--- src/rtl/sub64_pkg.sv ---
// Shared types and defaults for the digit-serial 64-bit subtractor.
// Optional signed-overflow output is enabled with the SUB64_OVF_EN macro.
package sub64_pkg;

  typedef enum logic [1:0] {
    S_IDLE = 2'd0,
    S_RUN  = 2'd1,
    S_DONE = 2'd2
  } sub_state_t;

  localparam int SUB_WIDTH = 64;
  localparam int SUB_DIGIT = 8;

  // Counter width needed to hold digit indices 0..n-1 (never narrower than 1 bit).
  function automatic int count_width(input int n);
    return (n <= 1) ? 1 : $clog2(n);
  endfunction

endpackage

--- src/rtl/sub64_serial_digit.sv ---
// One DIGIT-wide slice of the subtractor: x - y - bi, with borrow-out.
// Purely combinational; the top instantiates exactly one and iterates over digits.
module sub_digit #(
  parameter int DIGIT = 8
) (
  input  logic [DIGIT-1:0] i_x,
  input  logic [DIGIT-1:0] i_y,
  input  logic             i_bi,
  output logic [DIGIT-1:0] o_diff,
  output logic             o_bo
);

  logic [DIGIT:0] w_full;

  // The extra top bit of the widened difference is exactly the borrow-out.
  assign w_full = {1'b0, i_x} - {1'b0, i_y} - {{DIGIT{1'b0}}, i_bi};
  assign o_diff = w_full[DIGIT-1:0];
  assign o_bo   = w_full[DIGIT];

endmodule

--- src/rtl/sub64_serial.sv ---
// Digit-serial subtractor d = a - b - bin, DIGIT bits per cycle, with valid/ready on both sides.
// Define SUB64_OVF_EN to add the registered signed-overflow output ovf.
module sub64_serial
  import sub64_pkg::*;
#(
  parameter int WIDTH = SUB_WIDTH,
  parameter int DIGIT = SUB_DIGIT
) (
  input  logic             clk,
  input  logic             rst_n,
  input  logic             in_valid,
  output logic             in_ready,
  input  logic [WIDTH-1:0] a,
  input  logic [WIDTH-1:0] b,
  input  logic             bin,
  output logic             out_valid,
  input  logic             out_ready,
  output logic [WIDTH-1:0] d,
  output logic             bout,
`ifdef SUB64_OVF_EN
  output logic             ovf,
`endif
  output sub_state_t       dbg_state
);

  localparam int NDIG = WIDTH / DIGIT;
  localparam int CW   = count_width(NDIG);
  localparam logic [CW-1:0] LAST = CW'(NDIG - 1);

  if ((WIDTH % DIGIT) != 0 || NDIG < 2) begin : g_param_check
    $error("sub64_serial: WIDTH must be a multiple of DIGIT with at least two digits");
  end

  // Handshake: a transfer happens on a rising edge where valid and ready are both high.
  // in_ready is high only in IDLE, out_valid only in DONE; the producer/consumer may
  // hold valid/ready as long as they like, and the result stays stable until taken.

  sub_state_t       r_state;
  sub_state_t       w_next_state;
  logic [CW-1:0]    r_count;
  logic [WIDTH-1:0] r_a_sr;
  logic [WIDTH-1:0] r_b_sr;
  logic [WIDTH-1:0] r_d_sr;
  logic             r_borrow;
  logic [WIDTH-1:0] r_d;
  logic             r_bout;

  logic             w_accept;
  logic             w_last;
  logic             w_release;
  logic [DIGIT-1:0] w_diff;
  logic             w_bo;
  logic [WIDTH-1:0] w_d_next;

`ifdef SUB64_OVF_EN
  logic r_a_sign;
  logic r_b_sign;
  logic r_ovf;
`endif

  sub_digit #(.DIGIT(DIGIT)) u_digit (
    .i_x    (r_a_sr[DIGIT-1:0]),
    .i_y    (r_b_sr[DIGIT-1:0]),
    .i_bi   (r_borrow),
    .o_diff (w_diff),
    .o_bo   (w_bo)
  );

  assign in_ready  = (r_state == S_IDLE);
  assign out_valid = (r_state == S_DONE);
  assign w_accept  = in_valid && in_ready;
  assign w_release = out_valid && out_ready;
  assign w_last    = (r_state == S_RUN) && (r_count == LAST);
  // Digits enter at the top so the first (least significant) one ends up at bit 0.
  assign w_d_next  = {w_diff, r_d_sr[WIDTH-1:DIGIT]};

  always_comb begin
    w_next_state = r_state;
    case (r_state)
      S_IDLE:  if (w_accept)  w_next_state = S_RUN;
      S_RUN:   if (w_last)    w_next_state = S_DONE;
      S_DONE:  if (w_release) w_next_state = S_IDLE;
      default: w_next_state = S_IDLE;
    endcase
  end

  always_ff @(posedge clk) begin
    if (!rst_n) begin
      r_state  <= S_IDLE;
      r_count  <= '0;
      r_a_sr   <= '0;
      r_b_sr   <= '0;
      r_d_sr   <= '0;
      r_borrow <= 1'b0;
      r_d      <= '0;
      r_bout   <= 1'b0;
`ifdef SUB64_OVF_EN
      r_a_sign <= 1'b0;
      r_b_sign <= 1'b0;
      r_ovf    <= 1'b0;
`endif
    end else begin
      r_state <= w_next_state;
      if (w_accept) begin
        r_a_sr   <= a;
        r_b_sr   <= b;
        r_borrow <= bin;
        r_count  <= '0;
`ifdef SUB64_OVF_EN
        r_a_sign <= a[WIDTH-1];
        r_b_sign <= b[WIDTH-1];
`endif
      end else if (r_state == S_RUN) begin
        r_a_sr   <= r_a_sr >> DIGIT;
        r_b_sr   <= r_b_sr >> DIGIT;
        r_d_sr   <= w_d_next;
        r_borrow <= w_bo;
        r_count  <= r_count + CW'(1);
        // Output registers change only on completion, so the previous result survives a new run.
        if (w_last) begin
          r_d    <= w_d_next;
          r_bout <= w_bo;
`ifdef SUB64_OVF_EN
          r_ovf  <= (r_a_sign != r_b_sign) && (w_d_next[WIDTH-1] != r_a_sign);
`endif
        end
      end
    end
  end

  assign d         = r_d;
  assign bout      = r_bout;
  assign dbg_state = r_state;
`ifdef SUB64_OVF_EN
  assign ovf       = r_ovf;
`endif

endmodule

--- config.mk ---
export PLATFORM = sky130hd
export DESIGN_NAME = sub64_serial
export DESIGN_NICKNAME = d
export VERILOG_FILES = /design/src/rtl/sub64_pkg.sv /design/src/rtl/sub64_serial_digit.sv /design/src/rtl/sub64_serial.sv
export SDC_FILE = /design/constraint.sdc
export NUM_CORES = 1
export LEC_CHECK = 0
export ABC_AREA = 1
export CAP_MARGIN = 20
export CELL_PAD_IN_SITES_DETAIL_PLACEMENT = 0
export CELL_PAD_IN_SITES_GLOBAL_PLACEMENT = 1
export CORE_MARGIN = 4
export CORE_UTILIZATION = 40
export DETAILED_ROUTE_END_ITERATION = 8
export GPL_TIMING_DRIVEN = 1
export PLACE_DENSITY_LB_ADDON = 0.12
export SLEW_MARGIN = 25
export SYNTH_ARGS = -nofsm -noshare
export SYNTH_HDL_FRONTEND = slang
export SYNTH_SLANG_ARGS = --single-unit
--- constraint.sdc ---
create_clock -name clk -period 3.43 [get_ports clk]
set_input_delay 0.343 -clock clk [delete_from_list [all_inputs] [get_ports clk]]
set_output_delay 0.343 -clock clk [all_outputs]
set_load 0.005 [all_outputs]
# Yosys cells after proc, flatten, opt, wreduce, memory -nomap -nowiden

Index checks and enable logic that the tools add are counted.

Flip-flop bits (word level): 263
Input port bits: 133
Output and inout port bits: 69
Word-level logic and storage cells: 38

Add/sub/neg operators: 3
Eq/ne operators: 6
Mux-type cells: 10
Bitwise operators: 2
Reduce and logical (&&, ||, !) cells: 9

Operators with widths:

| kind                  | number |
|---|---|
| $mux W64              | 4 |
| $sub A8 B8 Y9         | 1 |
| $sub A9 B1 Y9         | 1 |
| $mux W2               | 3 |
| $pmux W2 S3           | 1 |
| $reduce_and A3 Y1     | 2 |
| $ne A2 B1 Y1 const B  | 2 |
| $add A3 B1 Y3 const B | 1 |
| $eq A3 B3 Y1 const B  | 1 |
| $logic_and A1 B1 Y1   | 3 |
| $eq A2 B1 Y1 const B  | 1 |
| $eq A2 B2 Y1 const B  | 1 |
| $logic_not A2 Y1      | 1 |
| $mux W1               | 2 |
| $ne A2 B2 Y1 const B  | 1 |
| $not A1 Y1            | 2 |
| $reduce_and A2 Y1     | 1 |
| $reduce_bool A2 Y1    | 1 |
| $reduce_or A2 Y1      | 1 |

# Depth between registers and ports, before layout

Depth in word-level cells: 4
Mapped depth: 14
Mapped depth without buffers: 14

# Modules after synthesis

A second synthesis with hierarchy kept.

Cells, all modules: 1709
Area, all modules: 11370.9 um^2

Modules (own cells, without submodules):

| module       | instances | cells each | area an instance (um^2) | sequential area each (um^2) |
|---|---|---|---|---|
| sub64_serial | 1         | 1610       | 10802.9                 | 5104.9 |
| sub_digit    | 1         | 99         | 568.0                   | 0.0 |

# Worst setup path before layout

Ideal clock, no wire load.

Kind: reg-to-reg
From: reg r_b_sr[0]
To: reg r_d_sr[59]
Library setup time: 0.115 ns
Arrival time: 1.654 ns
Data required time: 3.315 ns
Path slack: 1.661 ns
Cell stages (with the launch flop): 10
Path buffers: 0
Clock period less this slack: 1.769 ns
Cell sequence: dfxtp_1 > inv_1 > fa_1 > inv_1 > ha_1 > o21ai_0 > nand2_1 > xor2_1 > o21ai_0 > inv_1

Longest elaborated chain between the ends: 2

RTL lines:

| item                   | line                     | text |
|---|---|---|
| start, declared        | sub64_serial.sv:42       | `logic [WIDTH-1:0] r_b_sr;` |
| start signal, assigned | sub64_serial.sv:115      | `r_b_sr <= r_b_sr >> DIGIT;` |
| $sub A8 B8 Y9          | sub64_serial_digit.sv:16 | `assign w_full = {1'b0, i_x} - {1'b0, i_y} - {{DIGIT{1'b0}}, i_bi};` |
| $sub A9 B1 Y9          | sub64_serial_digit.sv:16 |  |
| end signal, assigned   | sub64_serial.sv:116      | `r_d_sr <= w_d_next;` |
| end, declared          | sub64_serial.sv:43       | `logic [WIDTH-1:0] r_d_sr;` |

Every way passes these cells.
A chain may end at the register's enable or synchronous reset.

# Worst setup path in the final report

From: reg r_state[1] (netlist: dbg_state[1])
To: reg r_b_sr[29]

Longest elaborated chain between the ends: 3
Elaborated cells between the ends (all ways): 5
Classes of those cells: eq/ne (1); mux (1); reduce/logical (3)

RTL lines:

| item                                                  | line                | text |
|---|---|---|
| start, declared                                       | sub64_serial.sv:38  | `sub_state_t r_state;` |
| start signal, assigned                                | sub64_serial.sv:103 | `r_state <= w_next_state;` |
| $logic_not A2 Y1                                      | sub64_serial.sv:69  | `assign in_ready = (r_state == S_IDLE);` |
| $logic_and A1 B1 Y1                                   | sub64_serial.sv:71  | `assign w_accept = in_valid && in_ready;` |
| $mux W64 / $reduce_bool A2 Y1 (equally long branches) | --                  |  |

Parallel ways exist; a longest one is shown, timed or not.

==> results.ini <==
[clock_network]
cts_root_buf = clkbuf_16
cts.sinks = 255
postCtsHoldBufs = 0
clock_latency_ps = 530
cts_resized = 0
cts_tree = built
clk_pin_slew_ps = 60
post_cts_buffers = 0
cts_max_path_buffers = 3
htree_levels = 1
cts_buffers = 28

[run_status]
status = finished, final reports clean

[detailed_routing]
drt-total-wl_um = 25900
viasPerCell = 4.81
first_pass_iters = 4
dr.first_iter.drc_count = 514
drcViolationCount = 0
avgRoutedWirePerCell_um = 14.0
num_vias = 8881
antenna_left = 0

[floorplanning]
die_w_um = 168
rows = 58
die_h_um = 168
coreArea_um2 = 25200
die_area_um2 = 28300
start_util_pct = 40.7
io_pins = 202

[worst_setup_path]
end_kind = flop
path_cells = inv_2 > nand2_4 > nand2_2 > inv_4 > buf_4 > nand2_1 > a31oi_1
worst_setup_path_start_kind = flop
critPathKind = reg2reg
max_stage_delay_ps = 450
path_delay_family = buffers and inverters
slowest_stage = nand2_4
cp_num_buf_inv = 3
cp_max_fo = 57
critPathRequiredTime_ps = 3880
arrival_ps = 2590

[global_routing]
grt.overflow.total = 0
grt_max_degree = 117
grt_pass1_vias = 8418
grt_use_total_pct = 17.6
grt_pass1_wl_um = 42200
antenna_found_initial = 6

[job]
maxCapViolCount = 0

[finish]
final_nets = 1646
final_cell_mix = nand2_1 (402), dfxtp_1 (255), nor2_1 (224)
fin_cells = 1845
antenna_cells = 0
syn2layout_area_growth_pct = 28.2
final_common_cell = nand2_1
fin_area_um2 = 13100
drive_gt1_share_pct = 5.81
postLayoutCoreUtil_pct = 52.2
fillCellCount = 2524

[power]
p_leak_nw = 5.24
fin_total_pwr_mw = 7.08
ir_drop_uv = 283
power_density_nw_per_um2 = 539

[timing]
finalSetupTns_ps = 0
tightestPinTransition_ps = 948
fmax_mhz = 468
rsz0062_at_grt = no
min_period_ps = 2140
slew_headroom_pct = 36.8
fin_skew_ps = 17.1
slew_viol_final = 0
hold_viol = 0
fin_crit_sh_pct = 62.3
setup_violations = 0
whs_ps = 384
layout_setup_ws_ps = 1290

[placed_design]
dp_slack_ps = 1290
gp_congestion = 0.798
dpl.cell_count = 1795
place_hpwl_um = 17000
dpl-instance-area_um2 = 12200
numPortBuffers = 201

[synthesis]
synth_nets = 1496
synth_seq_cells = 255
syn_inst = 1345
yosys_warnings = 0
synth.avg_cell_area_um2 = 7.62
synth_area_leaders = dfxtp_1 (50%), nand2_1 (15%), nor2_1 (8.2%), a31oi_1 (6.2%), o21ai_0 (5.6%)
synth_top_area_share_pct = 49.8
ys_types = 28
ys_seq_area_share_pct = 49.8
syn_area_um2 = 10300
synth_top_area_cell = dfxtp_1

[min_path]
min_path_type = in2reg

synthesized netlist by cell type (all sizes together):
cell    number
nor2       226
clkinv       1
clkbuf      35
dfxtp      255
fa           2
nand3       10
a211oi       1
a21oi       29
ha          16
nand2      415
buf         59
o21ai      115
xor2         5
o21a         4
a31oi      112
o21bai       3
inv         57
cell type report:
type / instances / area [µm²] / area share [%]
Sequential cell: 255 / 5100 / 38.8
Timing Repair Buffer: 214 / 2140 / 16.3
Clock inverter: 8 / 90.1 / 0.685
Clock buffer: 42 / 835 / 6.35
Tap cell: 330 / 413 / 3.14
Multi-Input combinational cell: 938 / 4330 / 32.9
Inverter: 58 / 230 / 1.75
logic make-up (layout without fill, tap and decap cells):
family | Yosys count | after routing | share of synthesized area, %
AO/OA/AOI/OAI | 264 | 264 | 15.1
AND/OR/NAND/NOR | 651 | 651 | 24.4
adder cells (fa/ha/maj) | 18 | 18 | 2.34
XOR/XNOR | 5 | 5 | 0.427
flip-flops | 255 | 255 | 49.8
buffers and inverters | 152 | 322 | 7.97
worst reg2reg max path: cells and delay by family (launching register included):
family	cells	cell delay, ps
AO/OA/AOI/OAI	1	140
buffers and inverters	3	820
flip-flops	1	380
AND/OR/NAND/NOR	3	740
state kept, by name, summed over array words and instances, names as in the netlist:
signal     flops
dbg_state      2
r_count        3
bout           1
r_borrow       1
r_b_sr        64
r_a_sr        64
d             64
r_d_sr        56
final timing paths:
path / start / endpoint / slack (ps) / depth (start not counted)
max reg2reg: dbg_state[1] / r_b_sr[29] / 1290 / 7
max: dbg_state[1] / r_b_sr[29] / 1290 / 7
min reg2reg: r_b_sr[59] / r_b_sr[59] / 460 / 2
min: b[59] / r_b_sr[59] / 380 / 3
power breakdown:
part | switching [mW] | internal (mW)
clock network | 1.16 | 1.82
logic | 0.490 | 0.367
registers | 0.109 | 3.14
metal layers:
layer  routed length [µm]  GRT usage (%)  vias up
met3                 1750           4.72       42
met1                11800           23.0     4018
met2                11900           29.5      176
li1                     -              -     4633
met4                  342           3.35       12
met5                   81              0        -
No activity file was read; power rests on OpenSTA's default activity.
